===== config.mk =====
export PLATFORM = sky130hd
export DESIGN_NAME = multdiv_sequencer
export DESIGN_NICKNAME = d
export VERILOG_FILES = /design/src/rtl/multdiv_sequencer.sv
export SDC_FILE = /design/constraint.sdc
export NUM_CORES = 1
export LEC_CHECK = 0
export ABC_AREA = 1
export CAP_MARGIN = 5
export CORE_MARGIN = 4
export CORE_UTILIZATION = 40
export DETAILED_ROUTE_END_ITERATION = 8
export PLACE_DENSITY = 0.76
export REMOVE_ABC_BUFFERS = 1
export SYNTH_ARGS = -nofsm -noshare
export SYNTH_HDL_FRONTEND = slang
export SYNTH_SLANG_ARGS = --single-unit
export TNS_END_PERCENT = 100

===== constraint.sdc =====
create_clock -name clock -period 1.6 [get_ports clock]
set_input_delay 0.32 -clock clock [delete_from_list [all_inputs] [get_ports clock]]
set_output_delay 0.32 -clock clock [all_outputs]
set_load 0.01 [all_outputs]

===== src/rtl/multdiv_sequencer.sv =====
// Execute-stage sequencer for the shared multi-cycle multiplier/divider.
// Detects R-type mul/div in X, stalls the pipe, issues a start pulse and returns writeback data.
module multdiv_sequencer #(
  parameter int unsigned TIMEOUT    = 40,
  parameter int unsigned MUL_STATUS = 4,
  parameter int unsigned DIV_STATUS = 5
) (
  input  logic        clock,
  input  logic        reset,
  input  logic [31:0] x_instruction,
  input  logic [31:0] x_operandA,
  input  logic [31:0] x_operandB,
  input  logic        md_resultRDY,
  input  logic        md_exception,
  input  logic [31:0] md_result,
  output logic        ctrl_MULT,
  output logic        ctrl_DIV,
  output logic [31:0] md_opA,
  output logic [31:0] md_opB,
  output logic        stall,
  output logic        busy,
  output logic        md_done,
  output logic [31:0] wb_data,
  output logic [4:0]  wb_reg,
  output logic        wb_wren,
  output logic [1:0]  state_dbg
);

  localparam int CNT_W = $clog2(TIMEOUT + 1);
  localparam logic [CNT_W-1:0] CNT_LAST = CNT_W'(TIMEOUT - 1);

  typedef enum logic [1:0] {
    S_IDLE  = 2'd0,
    S_ISSUE = 2'd1,
    S_WAIT  = 2'd2,
    S_DONE  = 2'd3
  } state_t;

  state_t state_q, state_d;

  logic [CNT_W-1:0] counter_q;
  logic [31:0]      opa_q, opb_q, result_q;
  logic [4:0]       rd_q;
  logic             op_div_q, exc_q;

  logic [4:0] opcode, aluop, rd;
  logic       is_mul, is_div, is_md;
  logic       unused_bits;

  assign opcode      = x_instruction[31:27];
  assign rd          = x_instruction[26:22];
  assign aluop       = x_instruction[6:2];
  assign is_mul      = (opcode == 5'b00000) && (aluop == 5'b00110);
  assign is_div      = (opcode == 5'b00000) && (aluop == 5'b00111);
  assign is_md       = is_mul || is_div;
  assign unused_bits = ^{x_instruction[21:7], x_instruction[1:0]};

  // Handshake with the multdiv unit: ctrl_MULT/ctrl_DIV is a single-cycle start
  // (no back-pressure); md_resultRDY is the valid for md_result/md_exception and
  // is only honoured in WAIT, so a stale RDY seen during ISSUE is ignored.
  always_ff @(posedge clock) begin
    if (reset) state_q <= S_IDLE;
    else       state_q <= state_d;
  end

  always_comb begin
    state_d   = state_q;
    stall     = 1'b0;
    ctrl_MULT = 1'b0;
    ctrl_DIV  = 1'b0;
    md_done   = 1'b0;
    wb_data   = 32'd0;
    wb_reg    = 5'd0;
    wb_wren   = 1'b0;
    busy      = (state_q != S_IDLE);
    case (state_q)
      S_IDLE: begin
        if (is_md) begin
          stall   = 1'b1;
          state_d = S_ISSUE;
        end
      end
      S_ISSUE: begin
        stall     = 1'b1;
        ctrl_MULT = !op_div_q;
        ctrl_DIV  = op_div_q;
        state_d   = S_WAIT;
      end
      S_WAIT: begin
        stall = 1'b1;
        if (md_resultRDY || (counter_q == CNT_LAST)) state_d = S_DONE;
      end
      S_DONE: begin
        md_done = 1'b1;
        state_d = S_IDLE;
        if (exc_q) begin
          wb_reg  = 5'd30;
          wb_data = op_div_q ? 32'(DIV_STATUS) : 32'(MUL_STATUS);
          wb_wren = 1'b1;
        end else begin
          wb_reg  = rd_q;
          wb_data = result_q;
          wb_wren = (rd_q != 5'd0);
        end
      end
      default: state_d = S_IDLE;
    endcase
  end

  always_ff @(posedge clock) begin
    if (reset) begin
      counter_q <= '0;
      opa_q     <= 32'd0;
      opb_q     <= 32'd0;
      result_q  <= 32'd0;
      rd_q      <= 5'd0;
      op_div_q  <= 1'b0;
      exc_q     <= 1'b0;
    end else begin
      case (state_q)
        S_IDLE: begin
          if (is_md) begin
            opa_q    <= x_operandA;
            opb_q    <= x_operandB;
            rd_q     <= rd;
            op_div_q <= is_div;
          end
        end
        S_ISSUE: counter_q <= '0;
        S_WAIT: begin
          counter_q <= counter_q + 1'b1;
          // RDY on the final WAIT cycle still wins over the timeout.
          if (md_resultRDY) begin
            result_q <= md_result;
            exc_q    <= md_exception;
          end else if (counter_q == CNT_LAST) begin
            exc_q    <= 1'b1;
          end
        end
        default: ;
      endcase
    end
  end

  assign md_opA    = opa_q;
  assign md_opB    = opb_q;
  assign state_dbg = state_q;

endmodule


==> results of run 1 <==
kinds of logic (layout without fill, tap and decap cells):
family | count (synthesis) | after routing | share of synthesized area, %
AND/OR/NAND/NOR | 448 | 448 | 36.0
AO/OA/AOI/OAI | 49 | 49 | 5.17
adder cells (fa/ha/maj) | 5 | 5 | 1.31
buffers and inverters | 127 | 367 | 10.7
XOR/XNOR | 1 | 1 | 0.184
flip-flops | 111 | 111 | 46.6
flip-flops by register name, indices dropped and copies added (netlist names):
register and count:
md_opB 32, state_dbg 2, exc_q 1, counter_q 6
result_q 32, md_opA 32, rd_q 5, op_div_q 1
critical path, cell delays in order, from the launching register on:
cell       delay (ns)
dfxtp_4          0.38
ha_4             0.20
buf_4            0.14
clkbuf_16        0.14
nand2_1          0.05
nor2_1           0.11
buf_2            0.15
Yosys cell counts:
library cell | number | area [sq um]
xnor2_1 | 1 | 8.76
nand3b_1 | 1 | 7.51
nand4_2 | 1 | 12.5
o21ai_0 | 36 | 180
buf_6 | 2 | 22.5
clkbuf_1 | 23 | 86.3
a31oi_1 | 1 | 6.26
ha_1 | 5 | 62.6
nand3_1 | 5 | 25.0
nor2_1 | 248 | 931
nor3_1 | 3 | 15.0
a21oi_1 | 12 | 60.1
inv_1 | 86 | 323
nor3b_1 | 2 | 15.0
nand2_1 | 187 | 702
nor4_1 | 1 | 6.26
buf_2 | 15 | 75.1
dfxtp_1 | 111 | 2220
clkinv_1 | 1 | 3.75
worst paths after layout:
check	startpoint	to	slack, ns	cells past startpoint
worst min-delay path	result_q[21]$_SDFFE_PP0P_	result_q[21]$_SDFFE_PP0P_	0.49	2
worst max-delay path	state_dbg[1]$_SDFFE_PP0P_	wb_data[5]	-0.23	6
worst min register to register	result_q[21]$_SDFFE_PP0P_	result_q[21]$_SDFFE_PP0P_	0.49	2
worst max register to register	state_dbg[1]$_SDFFE_PP0P_	counter_q[5]$_SDFFE_PP0P_	0.07	9
power groups by stage:
stage / logic, mW / clock network (mW) / registers, mW
5_1_grt: 2.04 / 2.78 / 3.12
2_1_floorplan: 0.612 / 0 / 3.12
3_3_place_gp: 1.57 / 0 / 3.09
6_report: 1.86 / 2.60 / 3.10
3_5_place_dp: 1.58 / 0 / 3.10
4_1_cts: 1.63 / 2.66 / 3.06
timing repair:
item / in CTS / in global routing
gates resized for setup: 206 / 79
gates cloned: 2 / 2
pin swaps: 10 / 28
endpoints found under the setup margin: 67 / 142
setup buffers: 1 / 4
per-layer routing:
metal  track usage [%]  vias to the layer above  share of wire (%)
met2              33.9                      157                 50
li1                  -                     2654                  -
met4              6.65                        0                1.6
met1              22.8                     2267                 40
met3              6.48                       13                8.7
met5                 0                        -                  0
area by class of cell:
| cell class | count | area, sq um | area share, % |
|---|---|---|---|
| Clock inverter | 5 | 104 | 1.30 |
| Tap cell | 143 | 179 | 2.23 |
| Inverter | 87 | 333 | 4.15 |
| Sequential cell | 111 | 2230 | 27.8 |
| Timing Repair Buffer | 264 | 2620 | 32.7 |
| Clock buffer | 11 | 243 | 3.03 |
| Multi-Input combinational cell | 503 | 2310 | 28.8 |
layout by cell type (no fill, tap or decap), drive strengths merged, types with 2 or more instances in the layout:
| master | count |
|---|---|
| dlygate4sd2 | 3 |
| a21oi | 12 |
| nand3 | 5 |
| o21ai | 36 |
| dfxtp | 111 |
| inv | 87 |
| clkbuf | 13 |
| nor3 | 3 |
| nor2 | 248 |
| buf | 82 |
| clkdlybuf4s50 | 165 |
| ha | 5 |
| nand2 | 187 |
| bufinv | 3 |
| nor3b | 2 |
| dlymetal6s2s | 12 |
metrics by stage:
| step | utilization, % | cell area, sq um | cells |
|---|---|---|---|
| detailed placement | 63.7 | 7340 | 1099 |
| global placement | 63.7 | 7340 | 1099 |
| global route | 69.6 | 8020 | 1124 |
| floorplan | - | 4580 | 701 |
| finish | 69.6 | 8020 | 1124 |
| CTS | 66.4 | 7640 | 1118 |
==> impl_metrics.py, run 1 <==
metrics = {
    "power_and_ir_drop": {
        "seq_power_share_pct": 41.0,
        "power.share.clock_pct": 34.3,
        "vdd_drop_max_mv": 0.507,
        "comb_power_share_pct": 24.7,
        "power.leakage_nw": 4.14,
        "p_int_mw": 5.51,
        "p_sw_share_pct": 27.1,
        "p_total_mw": 7.56,
        "p_switching_mw": 2.05,
        "p_per_area_nw_per_um2": 943,
    },
    "floorplan": {
        "rows": 39,
        "start_util_pct": 41.4,
        "chipHeight_um": 117,
        "ios": 241,
        "fp.dieW_um": 117,
        "core_area_sq_um": 11500,
        "dieArea_sq_um": 13700,
    },
    "yosys": {
        "yosysWarnings": 0,
        "synth.yosys.seq_area_share_pct": 46.6,
        "synthDistinctLibCells": 19,
        "syn-cell-area_sq_um": 4760,
        "syn_avg_cell_area_sq_um": 6.43,
        "synth-seq-cells": 111,
        "syn_inst": 741,
    },
    "timing": {
        "fin_ws_ns": -0.231,
        "rsz0062_at_grt": "yes",
        "maxSlewViolCount": 0,
        "fin_tns_setup_ns": -6.96,
        "tightest_slew_ns": 0.381,
        "timing.hold.ws_ns": 0.487,
        "relSlewSlack_pct": 74.4,
        "fmax_mhz": 546,
        "fin_skew_ns": 0.00725,
        "period_needed_ns": 1.83,
        "finalSetupViolations": 43,
        "period_share_pct": 114,
        "finalHoldViolCount": 0,
    },
    "detailed_routing": {
        "wl_um": 14900,
        "first_pass_iters": 5,
        "via_per_inst": 4.53,
        "avgRoutedWirePerCell_um": 13.2,
        "num_vias": 5091,
        "drtAntennaViolNets": 0,
        "drc": 0,
        "drtIter0Drc": 265,
    },
    "clock_tree": {
        "cts_buffer_depth": 2,
        "htreeDepth": 3,
        "hold_buffers": 0,
        "clock_latency_ns": 0.34,
        "cts_made_buffers": 9,
        "clk_pin_slew_worst_paths_ns": 0.08,
        "clkSinkCount": 111,
        "cts_tree": "done",
        "clock-root-buffer": "clkbuf_16",
    },
    "worst_setup_path": {
        "cp_data_required_time_ns": 1.28,
        "endpoint_kind": "output pin",
        "cp-start-kind": "register",
        "arrival_ns": 1.51,
        "path_class": "reg -> out",
        "critPathMaxFanout": 7,
    },
    "layout": {
        "final_layout_size_suffix_gt1_share_pct": 16.0,
        "nFillCells": 958,
        "diodes": 0,
        "nNetsFinal": 1113,
        "syn_to_final_growth_pct": 68.2,
    },
    "placed_design": {
        "port_buffers": 223,
        "place_ws_ns": -0.589,
        "place_hpwl_um": 9810,
        "routabilityCongestion": 0.793,
    },
    "run_status": {
        "status": "finished, violations left",
        "violations": "setup timing",
    },
    "global_routing": {
        "grt_max_degree": 100,
        "antenna_found_initial": 0,
        "grt_usage_pct": 19.6,
        "grt_pass1_wl_um": 21400,
        "overflow": 0,
        "grt_pass1_vias": 4598,
    },
    "min_path": {
        "hp-class": "reg -> reg",
    },
    "run": {
        "drv_cap": 0,
    },
}
Power figures use the tool's default switching activity.
==> run 2, diff against run 1 <==
--- a/config.mk
+++ b/config.mk
@@ -7,7 +7,7 @@
 export LEC_CHECK = 0
 export ABC_AREA = 1
 export CAP_MARGIN = 5
-export CORE_MARGIN = 4
+export CORE_MARGIN = 5
 export CORE_UTILIZATION = 40
 export DETAILED_ROUTE_END_ITERATION = 8
 export PLACE_DENSITY = 0.76
==> impl_metrics.py, run 2 (synthesis results as in run 1) <==
metrics = {
    "timing": {
        "period_needed_ns": 1.83,
        "finalHoldViolCount": 0,
        "maxSlewViolCount": 0,
        "rsz0062_at_grt": "yes",
        "fmax_mhz": 547,
        "tightest_slew_ns": 0.272,
        "period_share_pct": 114,
        "finalSetupViolations": 43,
        "fin_tns_setup_ns": -5.19,
        "fin_skew_ns": 0.00366,
        "fin_ws_ns": -0.227,
        "relSlewSlack_pct": 81.9,
    },
    "layout": {
        "nFillCells": 1025,
        "final_cell_mix": "nor2_1 (241), nand2_1 (176), clkdlybuf4s50_1 (130)",
        "nNetsFinal": 1107,
        "final_layout_size_suffix_gt1_share_pct": 13.1,
        "diodes": 0,
        "syn_to_final_growth_pct": 65.9,
        "multi_input_area_sq_um": 2200,
        "ff_latch_area_sq_um": 2230,
        "layout.cells.most_common": "nor2_1",
    },
    "worst_setup_path": {
        "arrival_ns": 1.51,
        "r2r-start": "state_dbg[1]$_SDFFE_PP0P_",
        "crit_slowest_cell": "dfxtp_4",
        "endpoint_kind": "output pin",
        "startpoint": "state_dbg[1]$_SDFFE_PP0P_",
        "crit_chain": "ha_4 -> buf_6 -> clkinvlp_4 -> a31oi_1 -> buf_2",
        "reg2reg_slack_ns": 0.12,
        "path_class": "reg -> out",
        "critPathMaxStageDelay_ns": 0.37,
        "cp_data_required_time_ns": 1.28,
        "critPathMaxFanout": 7,
        "crit_family": "buffers and inverters",
        "path_buf_inv": 3,
        "r2r_cells": 8,
        "reg2reg_to": "md_opA[0]$_SDFFE_PP0P_",
        "cp-start-kind": "register",
    },
    "run_status": {
        "violations": "setup timing",
        "status": "finished, violations left",
    },
    "floorplan": {
        "core_area_sq_um": 11600,
        "chipHeight_um": 119,
        "start_util_pct": 41.2,
        "dieArea_sq_um": 14200,
        "fp.dieW_um": 119,
        "rows": 39,
        "ios": 241,
    },
    "clock_tree": {
        "clock-root-buffer": "clkbuf_16",
        "hold_buffers": 0,
        "clock_latency_ns": 0.35,
        "clkSinkCount": 111,
        "clk_pin_slew_worst_paths_ns": 0.07,
        "cts_tree": "done",
        "cts_buffer_depth": 2,
        "cts_made_buffers": 9,
        "htreeDepth": 3,
    },
    "detailed_routing": {
        "drc": 0,
        "drtAntennaViolNets": 0,
        "first_pass_iters": 4,
        "via_per_inst": 4.52,
        "wl_um": 15200,
        "drtIter0Drc": 298,
        "num_vias": 5056,
        "avgRoutedWirePerCell_um": 13.6,
    },
    "power_and_ir_drop": {
        "p_per_area_nw_per_um2": 941,
        "p_total_mw": 7.44,
        "power.leakage_nw": 4.66,
        "vdd_drop_max_mv": 0.624,
    },
    "min_path": {
        "whs_path_depth": 2,
        "worstHoldEndpoint": "result_q[23]$_SDFFE_PP0P_",
        "hp-start": "result_q[23]$_SDFFE_PP0P_",
        "hp-class": "reg -> reg",
    },
    "global_routing": {
        "grt_util_met2_pct": 36.8,
        "antenna_found_initial": 0,
        "overflow": 0,
        "grt_util_met1_pct": 23.7,
        "grt_use_met3_pct": 9.29,
        "grt_usage_pct": 21.2,
        "grt_pass1_vias": 5016,
        "grt_max_degree": 41,
        "busiest_layer": "met2",
        "grt_pass1_wl_um": 24400,
    },
    "run": {
        "drv_cap": 0,
    },
    "placed_design": {
        "place_hpwl_um": 9930,
        "port_buffers": 223,
        "routabilityCongestion": 0.780,
    },
}
-- run 2: changes by cell type in the layout (fill, tap and decap cells not counted), sizes merged --
cell,previous run,this run
clkdlybuf4s50,165,130
dlymetal6s2s,12,42
dlygate4sd2,3,8
buf,82,78
clkbuf,13,10
clkinv,1,2
-- run 2: worst min-delay path, cell delays in order (launching register included) --
cell	delay, ns
dfxtp_1	0.33
nor2_1	0.05
nor2_1	0.08
-- run 2: timing repair --
item,in CTS,in global routing
cloned,5,0
resized for setup,216,69
pin swaps,8,23
setup buffers,6,2
endpoints found under the setup margin,111,89
hold endpoints to repair,0,0
-- run 2: stage by stage --
| stage | cell area (sq um) | cells | util, % | setup WS (ns) | hold WS [ns] |
|---|---|---|---|---|---|
| floorplan | 4580 | 701 | - | -1.94 | 0.389 |
| global placement | 7250 | 1090 | 62.7 | -0.543 | 0.462 |
| detailed placement | 7250 | 1090 | 62.7 | -0.567 | 0.472 |
| CTS | 7690 | 1116 | 66.5 | -0.268 | 0.489 |
| global route | 7910 | 1118 | 68.4 | -0.286 | 0.508 |
| finish | 7910 | 1118 | 68.4 | -0.227 | 0.486 |
-- run 2: cell type report --
type | instances | share of cell area, %
well taps | 143 | 2.26
flip-flops and latches | 111 | 28.2
multi-input cells | 503 | 27.8
repair buffers | 258 | 33.0
clock inverters | 6 | 1.47
clock buffers | 10 | 3.02
inverters | 87 | 4.21
-- run 2: worst max path at each step --
stage / end / slack [ns] / cells after the start
5_1_grt: wb_data[0] / -0.29 / 6
3_3_place_gp: stall / -0.54 / 6
6_report: wb_wren / -0.23 / 5
4_1_cts: wb_reg[0] / -0.27 / 5
2_1_floorplan: stall / -1.94 / 4
3_5_place_dp: stall / -0.57 / 6
-- run 2: metal layers --
layer | wire, um | vias up | share of wire [%]
met3 | 1550 | 24 | 10
li1 | - | 2641 | -
met1 | 6050 | 2223 | 40
met2 | 7280 | 168 | 48
met4 | 327 | 0 | 2.2
met5 | 0 | - | 0
-- run 2: report_power, final --
part           leakage (nW)  total (mW)  switching (mW)  internal (mW)
clock network         0.173        2.63            1.04           1.58
registers             0.898        3.08           0.132           2.95
logic                  3.59        1.74           0.821          0.919
